<file path="config.mk">
export PLATFORM = sky130hd
export DESIGN_NAME = bcd_convert_arbiter
export DESIGN_NICKNAME = d
export VERILOG_FILES = /design/src/rtl/bcd_convert_arbiter.sv
export SDC_FILE = /design/constraint.sdc
export NUM_CORES = 1
export LEC_CHECK = 0
export BUFFER_PORTS_ARGS = -buffer_cell sky130_fd_sc_hd__buf_4
export CORE_MARGIN = 5
export CORE_UTILIZATION = 30
export DETAILED_ROUTE_END_ITERATION = 12
export REMOVE_ABC_BUFFERS = 1
export SLEW_MARGIN = 20
export SYNTH_ARGS = -nofsm -noshare
export SYNTH_HDL_FRONTEND = slang
export SYNTH_SLANG_ARGS = --single-unit
</file>
<file path="constraint.sdc">
create_clock -name clk -period 1.78 [get_ports clk]
set_input_delay 0.267 -clock clk [delete_from_list [all_inputs] [get_ports clk]]
set_output_delay 0.267 -clock clk [all_outputs]
set_load 0.01 [all_outputs]
</file>
<file path="src/rtl/bcd_convert_arbiter.sv">
// bcd_convert_arbiter
//
// Shared iterative binary-to-BCD converter with a round-robin front end.
// Each requester presents an 8-bit operand; one requester is granted at a
// time, its operand is converted with eight shift-and-add-3 iterations on a
// single datapath, and the three-digit BCD result is returned together with
// a completion pulse addressed to that requester.
//
// Ports
//   clk      in   system clock, all state changes on the rising edge
//   rst_n    in   synchronous active-low reset
//   req      in   per-requester request level, held until the matching ack
//   num_in   in   packed operands, requester k on bits [8k+7:8k]
//   ack      out  one-cycle pulse, request k accepted and operand captured
//   done     out  one-cycle pulse, bcd_out holds requester k's result
//   bcd_out  out  {hundreds, tens, ones}, held until the next done
//   busy     out  high from the ack cycle through the done cycle
//   owner    out  requester currently or most recently served
//
// Schedule: grant edge E0 raises ack, edges E1..E8 run the iterations,
// edge E9 loads bcd_out and raises done, and edge E10 may grant again.

module bcd_convert_arbiter #(
    parameter int NUM_REQ = 2,
    parameter int IDX_W   = 2
) (
    input  logic                 clk,
    input  logic                 rst_n,
    input  logic [NUM_REQ-1:0]   req,
    input  logic [8*NUM_REQ-1:0] num_in,
    output logic [NUM_REQ-1:0]   ack,
    output logic [NUM_REQ-1:0]   done,
    output logic [11:0]          bcd_out,
    output logic                 busy,
    output logic [IDX_W-1:0]     owner
);

    typedef enum logic [1:0] {
        IDLE,
        SHIFT,
        DONE
    } state_e;

    state_e               state_q;
    logic [IDX_W-1:0]     last_q;
    logic [IDX_W-1:0]     owner_q;
    // Working BCD digits in [19:8], remaining operand bits in [7:0]; one
    // register so the left shift moves the operand MSB straight into bcd[0].
    logic [19:0]          sr_q;
    logic [2:0]           count_q;
    logic [11:0]          bcd_q;
    logic [NUM_REQ-1:0]   ack_q;
    logic [NUM_REQ-1:0]   done_q;
    logic                 busy_q;

    logic                 win_found;
    logic [IDX_W-1:0]     win_idx;
    logic [NUM_REQ-1:0]   win_oh;
    logic [7:0]           win_opnd;
    logic [11:0]          corr;
    logic [19:0]          sr_d;
    logic [NUM_REQ-1:0]   owner_oh;

    // Round-robin winner: scan from last+1 upward, wrapping modulo NUM_REQ.
    // The first requesting index met along that rotation wins.
    always_comb begin
        // NOTE: every combinational output gets a default before any
        // conditional assignment, otherwise the tool infers a latch.
        win_found = 1'b0;
        win_idx   = '0;
        win_oh    = '0;
        win_opnd  = '0;
        for (int i = 1; i <= NUM_REQ; i++) begin
            for (int j = 0; j < NUM_REQ; j++) begin
                if (!win_found && req[j] && ((int'(last_q) + i) % NUM_REQ) == j) begin
                    win_found = 1'b1;
                    win_idx   = IDX_W'(j);
                    win_oh[j] = 1'b1;
                    win_opnd  = num_in[8*j +: 8];
                end
            end
        end
    end

    // One conversion step: correct every digit above 4 by +3, then shift
    // the whole {bcd, operand} pair left by one.
    always_comb begin
        corr = sr_q[19:8];
        for (int d = 0; d < 3; d++) begin
            if (sr_q[8+4*d +: 4] > 4'd4) begin
                corr[4*d +: 4] = sr_q[8+4*d +: 4] + 4'd3;
            end
        end
        sr_d = {corr, sr_q[7:0]} << 1;

        owner_oh = '0;
        for (int j = 0; j < NUM_REQ; j++) begin
            if (owner_q == IDX_W'(j)) begin
                owner_oh[j] = 1'b1;
            end
        end
    end

    always_ff @(posedge clk) begin
        // NOTE: state registers use non-blocking assignments so every
        // register samples the values from before this edge.
        if (!rst_n) begin
            state_q <= IDLE;
            last_q  <= IDX_W'(NUM_REQ - 1);
            owner_q <= '0;
            sr_q    <= '0;
            count_q <= '0;
            bcd_q   <= '0;
            ack_q   <= '0;
            done_q  <= '0;
            busy_q  <= 1'b0;
        end else begin
            ack_q  <= '0;
            done_q <= '0;
            case (state_q)
                IDLE: begin
                    if (win_found) begin
                        sr_q    <= {12'h000, win_opnd};
                        count_q <= '0;
                        owner_q <= win_idx;
                        last_q  <= win_idx;
                        ack_q   <= win_oh;
                        busy_q  <= 1'b1;
                        state_q <= SHIFT;
                    end else begin
                        busy_q  <= 1'b0;
                    end
                end
                SHIFT: begin
                    sr_q    <= sr_d;
                    count_q <= count_q + 3'd1;
                    if (count_q == 3'd7) begin
                        state_q <= DONE;
                    end
                end
                DONE: begin
                    // busy stays high through the done cycle; IDLE decides
                    // on the next edge whether it drops or a new grant starts.
                    bcd_q   <= sr_q[19:8];
                    done_q  <= owner_oh;
                    state_q <= IDLE;
                end
                default: begin
                    state_q <= IDLE;
                end
            endcase
        end
    end

    assign ack     = ack_q;
    assign done    = done_q;
    assign bcd_out = bcd_q;
    assign busy    = busy_q;
    assign owner   = owner_q;

endmodule

</file>
==> key figures, run 1 <==
Run status
  – Status: finished clean

Clocking
  – Post-CTS Resized: 0
  – CTS Buf Count: 5
  – Postcts setup bufs: 0
  – CTS sink cnt: between 40 and 50
  – Worst-path clk slew: 80 ps
  – Clk_lat worst skew: ~300 ps
  – CTS tree: built
  – Hold buffer count at CTS: 0
  – Clock Tree Root: clkbuf_8
  – Deepest clock path buffer count: 2
  – H-tree depth: 2

Synth
  – Top_reg_cell synth: dfxtp_1
  – Synth cell types: 40
  – Post-Syn Area per Cell: between 8 and 9 um2
  – Netlist Area Pre-Place: around 1900 um2
  – Synth warnings: 0
  – FFs w/ async S/R, synth: 0
  – EDFF count, synth: 0
  – Synthesized flop and latch total: 44
  – Post-Syn Instances: ~230
  – Register area share after synthesis: 0.462

Timing
  – Setup TNS: 0 ps
  – Fin. Hold Viols: 0
  – Min Hold Slack: 185 ps
  – Fin crit period: approximately 1600 ps
  – Normalized max-slew margin: 0.630
  – Slew @ Worst Pin: roughly 550 ps
  – Count of final max-slew check failures: 0
  – RSZ-0062 raised after global routing: no
  – Final setup viols: 0
  – Final worst-path cycle share: 0.871
  – Setup WS post-layout: 230 ps
  – Skew final: 5.69 ps
  – Maximum clock rate: between 600 and 700 MHz

Pwr
  – Power density over the cells: about 800 nW/um2
  – Leakage: slightly above 0.9 nW
  – Total Power Consumption: around 1.9 mW
  – Peak supply drop: about 280 uV

Detailed routing
  – Antenna viol nets, final: 0
  – Final WL: between 4000 and 5000 um
  – DR DRC count: 0
  – Routed vias: between 1500 and 2000
  – Routed length per instance: 13.0 um
  – First-iteration detailed-routing DRC count: 42
  – Vias per Instance: around 4.8
  – Drt pass-1 iters: 4

Die
  – # rows: 29
  – Chip height: around 90 um
  – Initial Util: 0.304
  – Die area: 8050 um2
  – Chip width: between 80 and 90 um
  – Core box area: about 6300 um2
  – I/O Pins: 39

Final layout
  – Filler Cell Count: 661
  – Layout cells sized above 1: 0.217
  – Synth-to-Final Area Change: 23.1%
  – Core Util, Final: 0.374
  – Antenna Cells: 0
  – Nets: about 290

Worst setup path
  – CP endpoint kind: register
  – Worst Setup SP: sr_q[8]
  – Crit path required time: about 2000 ps
  – Crit path DAT: about 1800 ps
  – Worst r2r src: sr_q[8]
  – CP Launch Type: register
  – Crit path cell chain: inv_1 > ha_1 > inv_1 > a21oi_1 > mux2_2 > o21ai_0
  – R2r setup slk: around 230 ps
  – WS Path Type: register to register
  – Worst-path cell with the longest stage delay: mux2_2
  – Top cell by count, worst path: inv_1
  – Worst Path Max Fanout: 4
  – Max stage delay on crit path: roughly 370 ps

Place
  – Dpl ws: ~270 ps
  – Routability Congestion: around 0.77
  – Port bufs: 37
  – HPWL after DPL: about 3100 um

Global route
  – Gr usage total: 0.112
  – Number of global-route vias before repair: between 1500 and 2000
  – First-pass GRT wire length: between 7000 and 8000 um
  – Largest net degree at the start of global routing: 21
  – Initial antenna violation count: 0
  – Total gr overflow: 0

Job
  – Max cap viols: 0

Min path
  – Min-Delay Path Class: primary input to register
  – Startpoint of the worst hold path: num_in[9]
[per-stage QoR]
stage / std cells / instance area (um2)
final: 340 / 2350
after CTS: 340 / 2350
after floorplan: 212 / 1830
after global placement: 332 / 2260
after detailed placement: 332 / 2260
after global routing: 340 / 2350
[final cells by class]
class                   count  area, um2  share of cell area
repair buffers             43        335               0.143
flip-flops and latches     44        881               0.375
inverters                  11       41.3              0.0176
multi-input cells         157        903               0.385
clock buffers               8       90.1              0.0384
well taps                  77       96.3              0.0410
[where the power goes]
| group | internal, mW | total [mW] | switching, mW |
|---|---|---|---|
| clock | 0.317 | 0.652 | 0.335 |
| combinational | 0.0931 | 0.200 | 0.107 |
| sequential | 1.01 | 1.03 | 0.0201 |
| total | 1.42 | 1.89 | 0.462 |
[registers in the layout, summed over array words and instances, names as in the netlist]
name / count
last_q: 1
ack: 2
count_q: 3
state_q: 2
bcd_out: 12
sr_q: 20
owner: 1
busy: 1
done: 2
[cell usage in the layout, fill, tap and decap left out, drive strengths merged]
| cell type | n |
|---|---|
| inv | 10 |
| nand3 | 10 |
| nor2b | 4 |
| xor2 | 1 |
| o21ai | 11 |
| o31ai | 1 |
| o221ai | 1 |
| mux2 | 3 |
| nor4 | 1 |
| buf | 43 |
| nand4 | 2 |
| o41ai | 2 |
| a31oi | 1 |
| nand2b | 3 |
| a21boi | 1 |
| xnor2 | 3 |
| a21oi | 23 |
| o311ai | 1 |
| a32oi | 1 |
| nand2 | 40 |
| a22oi | 8 |
| a221oi | 3 |
| clkbuf | 8 |
| dfxtp | 44 |
| ha | 5 |
| and3 | 4 |
| and2 | 2 |
| nor3 | 4 |
| nor2 | 16 |
| or3 | 1 |
| clkinv | 1 |
| conb | 1 |
| o211ai | 4 |
[final timing paths]
kind / endpoint / cells after the start
setup / recovery: sr_q[10] / 6
hold / removal: sr_q[1] / 3
setup reg to reg: sr_q[10] / 6
hold reg to reg: bcd_out[11] / 2
[critical path, delay by kind of cell (launching register included)]
| family | cells | cell delay, ps |
|---|---|---|
| muxes | 1 | 370 |
| adders and majority gates | 1 | 200 |
| DFF | 1 | 340 |
| AOI/OAI and AO/OA | 2 | 420 |
| buffers and inverters | 2 | 150 |
[per-layer routing]
| layer | part of all wire | track usage |
|---|---|---|
| met2 | 0.44 | 0.177 |
| met5 | 0 | 0 |
| met4 | 0.021 | 0.0441 |
| met3 | 0.056 | 0.0426 |
| met1 | 0.48 | 0.137 |
[synthesized netlist by cell type (4+ instances only)]
cell type	instances	area, um2
inv_1	10	37.5
o211ai_1	4	30.0
a22oi_1	8	60.1
ha_1	5	62.6
clkbuf_1	4	15.0
buf_2	5	25.0
nor2_1	16	60.1
nand2_1	38	143
o21ai_0	10	50.1
and3_1	4	25.0
nor2b_1	4	25.0
dfxtp_1	44	881
a21oi_1	22	110
nand3_1	10	50.1
nor3_1	4	20.0
[kinds of logic after synthesis]
kind of cell,Yosys count,synth area share
DFF,44,0.462
adders and majority gates,5,0.0328
muxes,3,0.0177
AOI/OAI and AO/OA,57,0.192
xor gates and xnor gates,4,0.0184
and+or+nand+nor,87,0.211
buffers and inverters,24,0.0643
other,1,0.00197
(Power assumes the default switching activity.)
==> run 2: changes to the inputs <==
Settings changed: PLACE_DENSITY set to 0.53.
==> run 2 against run 1 <==
Compared with the run above: die area unchanged; utilization up 0.32 points; setup slack better by 36 ps; critical path depth unchanged; sequential power about the same.
==> key figures, run 2 (same netlist as run 1, synthesis figures left out) <==
Clocking
  – Worst-path clk slew: 90 ps
  – Postcts setup bufs: 0
  – Post-CTS Resized: 0
  – H-tree depth: 2
  – CTS Buf Count: 5
  – Deepest clock path buffer count: 2
  – CTS tree: built
  – CTS sink cnt: 44
  – Hold buffer count at CTS: 0
  – Clock Tree Root: clkbuf_8
  – Clk_lat worst skew: about 300 ps

Detailed routing
  – Final WL: 4490 um
  – Routed length per instance: approximately 13 um
  – Vias per Instance: roughly 4.8
  – First-iteration detailed-routing DRC count: 60
  – Routed vias: 1652
  – DR DRC count: 0
  – Drt pass-1 iters: 4
  – Antenna viol nets, final: 0

Final layout
  – Antenna Cells: 0
  – Post-Layout Cell Count: 344
  – Number of flip-flops under the largest register name: 20
  – Nets: 291
  – Commonest cells after routing, fill and taps aside: buf_4, dfxtp_1, nand2_1, a21oi_1, nor2_1
  – Largest Register: sr_q
  – Layout cells sized above 1: 0.236
  – Most common cell after layout, fill and taps aside: buf_4
  – Synth-to-Final Area Change: 24.1%

Die
  – Core box area: ~6300 um2
  – # rows: 29
  – Chip width: around 90 um
  – Initial Util: 0.304
  – Chip height: 89.7 um
  – Die area: between 8000 and 9000 um2
  – I/O Pins: 39

Global route
  – Most Crowded Layer GR: met2
  – Number of global-route vias before repair: ~1600
  – Total gr overflow: 0
  – Met2 usage: 0.182
  – GRT met3 Usage: 0.0309
  – Largest net degree at the start of global routing: 22
  – Gr usage total: 0.115
  – Initial antenna violation count: 0
  – First-pass GRT wire length: 7720 um
  – Met1 Use GR: 0.150

Worst setup path
  – CP bufs+invs: 2
  – Max stage delay on crit path: 370 ps
  – Crit path DAT: around 1700 ps
  – CP top delay family: compound AO/OA/AOI/OAI gates
  – Worst path depth: 6
  – Crit path required time: around 2000 ps
  – WS Path Type: register to register
  – Top cell by count, worst path: inv_1
  – Worst r2r src: sr_q[8]
  – CP Launch Type: register
  – R2r setup slk: about 270 ps
  – Worst Path Max Fanout: 4
  – Worst-path cell with the longest stage delay: mux2_2
  – Crit path cell chain: inv_1 > ha_1 > inv_1 > a21oi_1 > mux2_2 > o21ai_0
  – Worst R2R Path Depth: 6
  – Critical R2R Capture: sr_q[10]
  – CP endpoint kind: register

Timing
  – Fin crit period: ~1500 ps
  – Maximum clock rate: roughly 660 MHz
  – RSZ-0062 raised after global routing: no
  – Setup TNS: 0 ps
  – Min Hold Slack: 187 ps
  – Skew final: around 8.4 ps
  – Final worst-path cycle share: 0.851
  – Count of final max-slew check failures: 0
  – Fin. Hold Viols: 0
  – Final setup viols: 0

Run status
  – Status: finished clean

Pwr
  – Power density over the cells: 800 nW/um2
  – Peak supply drop: approximately 370 uV
  – Total Power Consumption: around 1.9 mW
  – Leakage: a little over 0.9 nW

Place
  – Routability Congestion: about 0.80
  – HPWL after DPL: around 3300 um
  – Port bufs: 37
  – Placed cells: between 300 and 400

Job
  – Max cap viols: 0

Min path
  – WHS Endpoint: sr_q[1]
  – Startpoint of the worst hold path: num_in[9]
  – Hold path depth: 3
  – Min-Delay Path Class: primary input to register
run 2: changes by cell type in the layout (fill, tap and decap cells not counted):
cell | before | now
clkbuf_1 | 2 | 0
buf_4 | 42 | 47
buf_12 | 1 | 0
clkbuf_8 | 6 | 5
clkinv_4 | 0 | 1
clkinvlp_4 | 0 | 2
run 2: final cells by class:
type                    instances  area, um2
clock buffers                   5       68.8
clock inverters                 3       23.8
fillers                       657       3910
inverters                      11       41.3
multi-input cells             157        903
flip-flops and latches         44        881
well taps                      77       96.3
repair buffers                 47        353
run 2: routing by layer:
layer,up-vias,share of wire
met4,0,0.0098
li1,861,-
met5,-,0
met1,750,0.48
met3,5,0.047
met2,36,0.46
run 2: metrics by stage:
stage	utilization	setup slack [ps]	area, um2
finish	0.377	266	2370
global route	0.377	100	2370
CTS	0.377	261	2370
detailed placement	0.362	280	2270
global placement	0.362	311	2270
floorplan	-	163	1830
run 2: worst max-delay path by stage:
stage / start / slack [ps] / endpoint
after floorplan: state_q[0] / 160 / sr_q[12]
after global placement: sr_q[12] / 310 / sr_q[14]
after detailed placement: sr_q[8] / 280 / sr_q[10]
after CTS: sr_q[8] / 260 / sr_q[10]
after global routing: sr_q[8] / 100 / sr_q[10]
final: sr_q[8] / 270 / sr_q[10]
run 2: worst min-delay path, stage by stage:
cell     delay, ps
buf_4           80
a32oi_1         50
nand3_1         70
run 2: where the power goes:
group / total, mW / switching [mW] / internal, mW
registers: 1.03 / 0.0174 / 1.01
logic: 0.206 / 0.112 / 0.0943
clock network: 0.655 / 0.377 / 0.278
==> run 3: changes to the inputs <==
Settings changed: CTS_CLUSTER_DIAMETER set to 150, PLACE_DENSITY 0.53 to 0.49.
==> run 3 against run 2 <==
Compared with the run above: register-to-register slack improved by 20 ps; maximum frequency is 1.6% higher; sequential power barely moved; setup slack improved by 24 ps; clock power fell by 8.5%; largest power group unchanged.
==> key figures, run 3 (same netlist as run 1, synthesis figures left out) <==
Run status
  – Status: finished clean

Final layout
  – Synth-to-Final Area Change: 22.8%
  – Antenna Cells: 0
  – Number of flip-flops under the largest register name: 20
  – Core Util, Final: 0.373
  – Most common cell after layout, fill and taps aside: buf_4
  – Largest Register: sr_q
  – Layout cells sized above 1: 0.227
  – Commonest cells after routing, fill and taps aside: buf_4, dfxtp_1, nand2_1, a21oi_1, nor2_1
  – Nets: ~290

Worst setup path
  – Crit path DAT: roughly 1700 ps
  – WS Path Type: register to register
  – CP endpoint kind: register
  – Worst Path Max Fanout: 4
  – Crit path cell chain: inv_1 > ha_1 > inv_1 > a21oi_1 > mux2_2 > o21ai_0
  – CP Launch Type: register
  – Max stage delay on crit path: between 300 and 400 ps
  – Worst-path cell with the longest stage delay: mux2_2
  – Worst r2r src: sr_q[12]
  – Top cell by count, worst path: inv_1
  – R2r setup slk: 290 ps
  – CP bufs+invs: 2
  – Worst R2R Path Depth: 6
  – CP top delay family: multiplexers
  – Crit path required time: 2010 ps
  – Critical R2R Capture: sr_q[14]

Pwr
  – Peak supply drop: between 200 and 300 uV
  – Leakage: around 0.92 nW
  – Power density over the cells: about 780 nW/um2

Detailed routing
  – First-iteration detailed-routing DRC count: between 40 and 50
  – Drt pass-1 iters: 4
  – Antenna viol nets, final: 0
  – Final WL: roughly 4600 um
  – DR DRC count: 0
  – Routed length per instance: roughly 14 um
  – Vias per Instance: 4.87
  – Routed vias: 1661

Die
  – Initial Util: 0.304
  – I/O Pins: 39
  – Core box area: 6280 um2
  – Die area: roughly 8100 um2
  – Chip width: roughly 90 um
  – Chip height: ~90 um
  – # rows: 29

Timing
  – Skew final: around 9.7 ps
  – Maximum clock rate: 671 MHz
  – RSZ-0062 raised after global routing: no
  – Final worst-path cycle share: 0.837
  – Count of final max-slew check failures: 0
  – Final setup viols: 0
  – Fin. Hold Viols: 0
  – Setup TNS: 0 ps
  – Fin crit period: ~1500 ps

Global route
  – Total gr overflow: 0
  – Number of global-route vias before repair: between 1500 and 2000
  – Gr usage total: 0.117
  – Largest net degree at the start of global routing: 21
  – Initial antenna violation count: 0
  – First-pass GRT wire length: around 7900 um

Min path
  – WHS Endpoint: sr_q[1]
  – Min-Delay Path Class: primary input to register
  – Startpoint of the worst hold path: num_in[9]
  – Hold path depth: 3

Clocking
  – Worst-path clk slew: 90 ps
  – Postcts setup bufs: 0
  – Clk_lat worst skew: around 300 ps
  – Post-CTS Resized: 0
  – Hold buffer count at CTS: 0
  – CTS Buf Count: 5
  – Deepest clock path buffer count: 2
  – H-tree depth: 2
  – CTS tree: built
  – CTS sink cnt: between 40 and 50
  – Clock Tree Root: clkbuf_8

Place
  – Port bufs: 37
  – HPWL after DPL: roughly 3300 um
  – Routability Congestion: 0.738

Job
  – Max cap viols: 0
[run 3: worst max path at each step]
stage | from | to | slack [ps] | depth (start not counted)
final | sr_q[12] | sr_q[14] | 290 | 6
after detailed placement | sr_q[8] | sr_q[10] | 300 | 6
after global routing | state_q[0] | sr_q[3] | 80 | 4
after global placement | sr_q[8] | sr_q[10] | 330 | 6
after CTS | sr_q[12] | sr_q[14] | 280 | 6
after floorplan | state_q[0] | sr_q[12] | 160 | 3
[run 3: worst register-to-register path: stages, from the launching register on]
cell and delay (ps):
dfxtp_1 340, inv_1 90, ha_1 220, inv_1 50, a21oi_1 230, mux2_2 370, o21ai_0 120
[run 3: through the flow]
| step | area [um2] | hold WS [ps] | power [mW] | setup WS (ps) | cells |
|---|---|---|---|---|---|
| floorplan | 1830 | 358 | 1.16 | 163 | 212 |
| global placement | 2260 | 434 | 1.26 | 334 | 334 |
| detailed placement | 2260 | 433 | 1.26 | 304 | 334 |
| CTS | 2340 | 192 | 1.86 | 284 | 341 |
| global route | 2340 | 207 | 1.92 | 82.3 | 341 |
| finish | 2340 | 197 | 1.83 | 290 | 341 |
[run 3: per-layer routing]
metal  global-route usage  vias up  routed length, um  share of wire
li1                     -      856                  -              -
met4               0.0453        0                 57          0.012
met1                0.141      770               2130           0.46
met2                0.199       26               2270           0.49
met3               0.0292        9                172          0.037
met5                    0        -                  0              0
[run 3: report_power, final]
part	total [mW]	internal, mW	leakage, nW	switching [mW]
logic	0.199	0.0905	0.525	0.109
clock network	0.599	0.266	0.0400	0.334
registers	1.04	1.01	0.357	0.0212
total	1.83	1.37	0.923	0.464
[run 3: area by class of cell]
type,instances,area [um2]
clock buffers,5,68.8
fillers,683,3940
inverters,11,41.3
flip-flops and latches,44,881
clock inverters,2,12.5
repair buffers,45,338
multi-input cells,157,903
well taps,77,96.3
